$ cat src/rtl/alu_pkg.sv
// Shared ALU definitions: opcode constants, issue FSM encoding and the command record.
// No logic and no latency; the command record is 37 bits wide.
package alu_pkg;

  localparam logic [3:0] OP_NOP = 4'b0000;
  localparam logic [3:0] OP_MUL = 4'b1111;

  localparam int CMD_W = 37;

  typedef struct packed {
    logic [3:0]  opcode;
    logic [15:0] opx;
    logic [15:0] opy;
    logic        cin;
  } cmd_t;

  typedef enum logic [1:0] {
    ST_IDLE = 2'd0,
    ST_WAIT = 2'd1,
    ST_DONE = 2'd2
  } state_t;

endpackage

$ cat src/rtl/alu_cmd_fifo.sv
// Generic synchronous FIFO: a push is visible at the head one cycle later; push is dropped when full.
// The caller sees backpressure through full; pop is ignored when empty.
module alu_cmd_fifo #(
  parameter int DEPTH = 4,
  parameter int WIDTH = 37
) (
  input  logic                   clk,
  input  logic                   rst,
  input  logic                   push_vld,
  input  logic [WIDTH-1:0]       push_dat,
  input  logic                   pop_vld,
  output logic [WIDTH-1:0]       pop_dat,
  output logic                   empty,
  output logic                   full,
  output logic [$clog2(DEPTH):0] fill
);

  localparam int AW = $clog2(DEPTH);

  logic [WIDTH-1:0] mem [DEPTH];
  logic [AW-1:0]    wr_ptr;
  logic [AW-1:0]    rd_ptr;
  logic [AW:0]      count;
  logic             do_push;
  logic             do_pop;

  assign empty   = (count == '0);
  assign full    = (count == (AW+1)'(DEPTH));
  assign fill    = count;
  assign do_push = push_vld && !full;
  assign do_pop  = pop_vld && !empty;
  assign pop_dat = mem[rd_ptr];

  // Pointers wrap naturally because DEPTH is a power of two.
  always_ff @(posedge clk or negedge rst) begin
    if (!rst) begin
      wr_ptr <= '0;
      rd_ptr <= '0;
      count  <= '0;
    end else begin
      if (do_push) wr_ptr <= wr_ptr + 1'b1;
      if (do_pop)  rd_ptr <= rd_ptr + 1'b1;
      case ({do_push, do_pop})
        2'b10:   count <= count + 1'b1;
        2'b01:   count <= count - 1'b1;
        default: count <= count;
      endcase
    end
  end

  always_ff @(posedge clk) begin
    if (do_push) mem[wr_ptr] <= push_dat;
  end

endmodule

$ cat src/rtl/alu_issue_ctrl.sv
// Buffers ALU commands, drives each onto alu_top for ALU_LAT/MUL_LAT cycles, returns ar/mult/sta.
// Idle-to-result latency LAT+1 cycles; cmd_ready = !full, result held until res_ready.
module alu_issue_ctrl
  import alu_pkg::*;
#(
  parameter int          DEPTH      = 4,
  parameter int          ALU_LAT    = 2,
  parameter int          MUL_LAT    = 18,
  parameter logic [3:0]  MUL_OPCODE = OP_MUL
) (
  input  logic                   clk,
  input  logic                   rst,
  input  logic                   cmd_valid,
  output logic                   cmd_ready,
  input  logic [3:0]             cmd_opcode,
  input  logic [15:0]            cmd_opx,
  input  logic [15:0]            cmd_opy,
  input  logic                   cmd_cin,
  output logic [3:0]             alu_opcode,
  output logic [15:0]            alu_opx,
  output logic [15:0]            alu_opy,
  output logic                   alu_cin,
  input  logic [15:0]            alu_ar,
  input  logic [31:0]            alu_mult,
  input  logic [3:0]             alu_sta,
  output logic                   res_valid,
  input  logic                   res_ready,
  output logic [15:0]            res_ar,
  output logic [31:0]            res_mult,
  output logic [3:0]             res_sta,
  output logic [3:0]             res_opcode,
  output logic [$clog2(DEPTH):0] fill,
  output logic                   busy
);

  localparam int LAT_MAX = (MUL_LAT > ALU_LAT) ? MUL_LAT : ALU_LAT;
  localparam int CNT_W   = $clog2(LAT_MAX + 1);
  localparam logic [CNT_W-1:0] CNT_ALU = CNT_W'(ALU_LAT - 1);
  localparam logic [CNT_W-1:0] CNT_MUL = CNT_W'(MUL_LAT - 1);

  state_t           state;
  state_t           state_nxt;
  logic [CNT_W-1:0] cnt;
  logic [CNT_W-1:0] cnt_nxt;
  cmd_t             push_dat;
  cmd_t             pop_dat;
  logic             fifo_empty;
  logic             fifo_full;
  logic             pop;
  logic             capture;

  assign push_dat  = '{opcode: cmd_opcode, opx: cmd_opx, opy: cmd_opy, cin: cmd_cin};
  assign cmd_ready = !fifo_full;
  assign busy      = (state != ST_IDLE);
  assign res_valid = (state == ST_DONE);

  alu_cmd_fifo #(
    .DEPTH (DEPTH),
    .WIDTH (CMD_W)
  ) u_fifo (
    .clk      (clk),
    .rst      (rst),
    .push_vld (cmd_valid),
    .push_dat (push_dat),
    .pop_vld  (pop),
    .pop_dat  (pop_dat),
    .empty    (fifo_empty),
    .full     (fifo_full),
    .fill     (fill)
  );

  always_ff @(posedge clk or negedge rst) begin
    if (!rst) begin
      state <= ST_IDLE;
      cnt   <= '0;
    end else begin
      state <= state_nxt;
      cnt   <= cnt_nxt;
    end
  end

  always_comb begin
    state_nxt = state;
    cnt_nxt   = cnt;
    pop       = 1'b0;
    capture   = 1'b0;
    case (state)
      ST_IDLE: begin
        if (!fifo_empty) begin
          pop       = 1'b1;
          cnt_nxt   = (pop_dat.opcode == MUL_OPCODE) ? CNT_MUL : CNT_ALU;
          state_nxt = ST_WAIT;
        end
      end
      ST_WAIT: begin
        if (cnt != '0) begin
          cnt_nxt = cnt - 1'b1;
        end else begin
          capture   = 1'b1;
          state_nxt = ST_DONE;
        end
      end
      ST_DONE: begin
        if (res_ready) state_nxt = ST_IDLE;
      end
      default: state_nxt = ST_IDLE;
    endcase
  end

  // Operands stay on the bus after capture; only the opcode drops to NOP.
  always_ff @(posedge clk or negedge rst) begin
    if (!rst) begin
      alu_opcode <= '0;
      alu_opx    <= '0;
      alu_opy    <= '0;
      alu_cin    <= 1'b0;
      res_ar     <= '0;
      res_mult   <= '0;
      res_sta    <= '0;
      res_opcode <= '0;
    end else begin
      if (pop) begin
        alu_opcode <= pop_dat.opcode;
        alu_opx    <= pop_dat.opx;
        alu_opy    <= pop_dat.opy;
        alu_cin    <= pop_dat.cin;
      end else if (capture) begin
        alu_opcode <= OP_NOP;
      end
      if (capture) begin
        res_ar     <= alu_ar;
        res_mult   <= alu_mult;
        res_sta    <= alu_sta;
        res_opcode <= alu_opcode;
      end
    end
  end

endmodule

$ cat config.mk
export PLATFORM = sky130hd
export DESIGN_NAME = alu_issue_ctrl
export DESIGN_NICKNAME = d
export VERILOG_FILES = /design/src/rtl/alu_pkg.sv /design/src/rtl/alu_cmd_fifo.sv /design/src/rtl/alu_issue_ctrl.sv
export SDC_FILE = /design/constraint.sdc
export NUM_CORES = 1
export LEC_CHECK = 0
export CAP_MARGIN = 20
export CORE_UTILIZATION = 51
export DETAILED_ROUTE_END_ITERATION = 8
export PLACE_DENSITY = 0.79
export SYNTH_ARGS = -nofsm -noshare
export SYNTH_HDL_FRONTEND = slang
export SYNTH_SLANG_ARGS = --single-unit
$ cat constraint.sdc
create_clock -name clk -period 3.4 [get_ports clk]
set_clock_uncertainty 0.15 [all_clocks]
set_input_delay 0.34 -clock clk [delete_from_list [all_inputs] [get_ports clk]]
set_output_delay 0.34 -clock clk [all_outputs]
set_load 0.03 [all_outputs]
==> impl_metrics.csv <==
group,metric,value,unit
clock_tree,cts.repair.resized,0,
power,p_sw_frac,0.345,
clock_tree,clk_pin_slew,60,ps
worst_hold_path,hold_path.class,"in -> async",
logic_synthesis,ys.flop_type,"edfxtp_1",
layout,fin_nets,784,
clock_tree,worstSkewPairLatency,500,ps
timing,setup_viol,0,
placement,hpwlAfterDp,12500,µm
timing,fin_crit_sh,0.767,
drt,drt_pass1_iterations,8,
logic_synthesis,synth_cell_types,41,
placement,place_congestion,0.778,
critical_path,crit_arrival,2120,ps
layout,nFillCells,1155,
drt,wire_per_inst,20.7,µm
drt,route.detailed.drc,25,
clock_tree,h-tree-depth,1,
logic_synthesis,synthCells,470,
global_route,grt_usage,0.204,
logic_synthesis,yosys_register_bits,255,
status,status,"complete, but fails checks",
power,combPwrFrac,0.411,
layout,mostFrequentLayoutCell,"clkdlybuf4s50_1",
logic_synthesis,syn_avg_cell_area,20.4,µm²
floorplan,start_util,0.527,
floorplan,io-pin-count,192,
global_route,grt_overflow_total,0,
logic_synthesis,synth_edf_count,148,
clock_tree,clock-root-buffer,"clkbuf_16",
clock_tree,numCtsBuffers,25,
clock_tree,cts_num_sinks,255,
critical_path,crit_path_start_kind,"flop",
flow_run,cap_violations,0,
floorplan,rows,49,
timing,slew_headroom,0.309,
timing,hold_viol_final,0,
layout,diodes,0,
timing,fin_setup_tns,0,ps
timing,max_freq,384,MHz
power,p_clk_frac,0.199,
layout,syn_to_final_growth,30.9,%
power,power_density,1010,mW/mm²
drt,drt_iter0_markers,318,
placement,placed_area,0.0118,mm²
timing,rsz0062_at_grt,"no",
layout,final_cell_mix,"clkdlybuf4s50_1 (190), edfxtp_1 (148), dfrtp_1 (105), mux2_2 (86), mux4_2 (37)",
power,power.switching,4370,µW
drt,wl,19300,µm
critical_path,reg2reg_from,"cnt[0]",
layout,fin_util,0.691,
layout,multi_input_area,0.00231,mm²
logic_synthesis,synth_area_leaders,"edfxtp_1 (46%), dfrtp_1 (28%), mux2_2 (10%)",
timing,slew_violations,0,
critical_path,reg2reg_depth,6,
drt,viasPerCell,5.44,
global_route,grt_pass1_vias,5513,
clock_tree,tritoncts,"yes",
layout,regArea,0.00712,mm²
critical_path,cp.required,2910,ps
layout,fin_area,0.0126,mm²
global_route,grt_max_degree,74,
drt,ant_nets,0,
power,leakagePower,0.00464,µW
floorplan,die_area,0.0194,mm²
status,failed_checks,"DRC",
floorplan,die_width,139,µm
clock_tree,clock_path_buffers,3,
logic_synthesis,synth_top_area_frac,0.463,
logic_synthesis,yosys.area.top_type,"edfxtp_1",
power,ir_worst_vdd,0.000666,V
power,power_frac_seq,0.390,
timing,tightest_slew,1040,ps
critical_path,critPathCaptureType,"output pin",
global_route,antenna_found_initial,0,
floorplan,core-area,0.0182,mm²
logic_synthesis,synth_seq_area_share,0.742,
logic_synthesis,synthArstFlopShare,0.420,
logic_synthesis,ys_warn_count,0,
layout,layout-drive-gt1-share,0.258,
critical_path,crit_type,"reg -> out",
critical_path,crit_fanout,8,
power,internal_power,8320,µW
logic_synthesis,syn_area,0.00960,mm²
critical_path,reg2reg_slack,880,ps
drt,via_count,5063,
logic_synthesis,synth_nets,570,
timing,period_needed,2610,ps
global_route,grt_first_pass_wirelength,30400,µm
placement,portBuffers,191,
critical_path,worstReg2RegEnd,"res_ar[1]",
floorplan,fp.dieH,139,µm
[worst max-delay path, cell delays in order (launching register included)]
cell and delay, ps:
dfrtp_1 380, nor2_1 210, clkinv_1 310, clkdlybuf4s50_1 720
[logic make-up after synthesis]
logic type / share of synthesized area
flip-flops: 0.742
adder cells (fa/ha/maj): 0.00990
AND/OR/NAND/NOR: 0.0173
multiplexers: 0.193
AO/OA/AOI/OAI: 0.0130
buffers and inverters: 0.0193
XOR/XNOR: 0.00547
[final cells by class]
cell class              instances  share of cell area
clock inverters                14             0.00677
inverters                      12             0.00358
multi-input cells             184               0.183
clock buffers                  31              0.0523
repair buffers                206               0.165
well taps                     229              0.0228
flip-flops and latches        255               0.567
[how the worst max path moves through the flow]
stage                        start             end  slack [ps]  depth (start not counted)
finish                    state[1]            busy         790                          3
global route              state[0]            busy         670                          3
CTS                 u_fifo.fill[1]       cmd_ready         790                          2
detailed placement          cnt[0]    res_mult[13]         910                          6
global placement    u_fifo.fill[1]  u_fifo.fill[2]        1030                          9
floorplan                 state[1]  u_fifo.fill[2]         760                         10
[cell usage after synthesis, types with 2 or more instances]
cell type	n
nor2_1	2
xnor2_1	3
clkbuf_1	4
edfxtp_1	148
buf_4	5
and3_1	4
o21ai_0	6
mux4_2	37
mux2_1	5
or4_1	2
xor2_1	3
dfrtp_1	107
mux2_2	86
o31ai_1	2
o2bb2ai_1	4
or3_1	2
a21oi_1	3
buf_2	4
inv_1	11
buf_6	6
ha_1	6
[layer usage]
layer | track usage | share of wire | vias up | wire, µm
li1 | - | - | 2271 | -
met1 | 0.268 | 0.42 | 2558 | 8140
met2 | 0.339 | 0.48 | 203 | 9280
met3 | 0.0568 | 0.080 | 31 | 1540
met4 | 0.0491 | 0.016 | 0 | 299
met5 | 0 | 0 | - | 0
[through the flow]
step           setup WS [ps]  hold slack [ps]  total power (µW)  cells
2_1_floorplan            764             -106              8240    470
3_3_place_gp            1030              324             10100    884
3_5_place_dp             910              329             10300    884
4_1_cts                  790              271             12800    930
5_1_grt                  668             65.2             13300    931
6_report                 793             76.4             12700    931
[power groups by stage]
stage	clock [µW]	combinational, µW	sequential [µW]
after global routing	2690	5530	5070
after floorplan	0	2310	5940
final	2520	5220	4950
after detailed placement	0	5260	5020
after global placement	0	5130	4960
after CTS	2570	5290	4970
[timing repair]
action / CTS / global route
setup buffers: 0 / 0
hold endpoints to repair: 71 / 0
hold buffers: 1 / 0
[state kept, by name, indices dropped and copies added, names as in the netlist, 3 cells and up]
signal / cells
u_fifo.mem: 148
res_mult: 32
alu_opx: 16
alu_opy: 16
res_ar: 16
cnt: 5
alu_opcode: 4
res_opcode: 4
res_sta: 4
u_fifo.fill: 3
(Power assumes the default switching activity.)
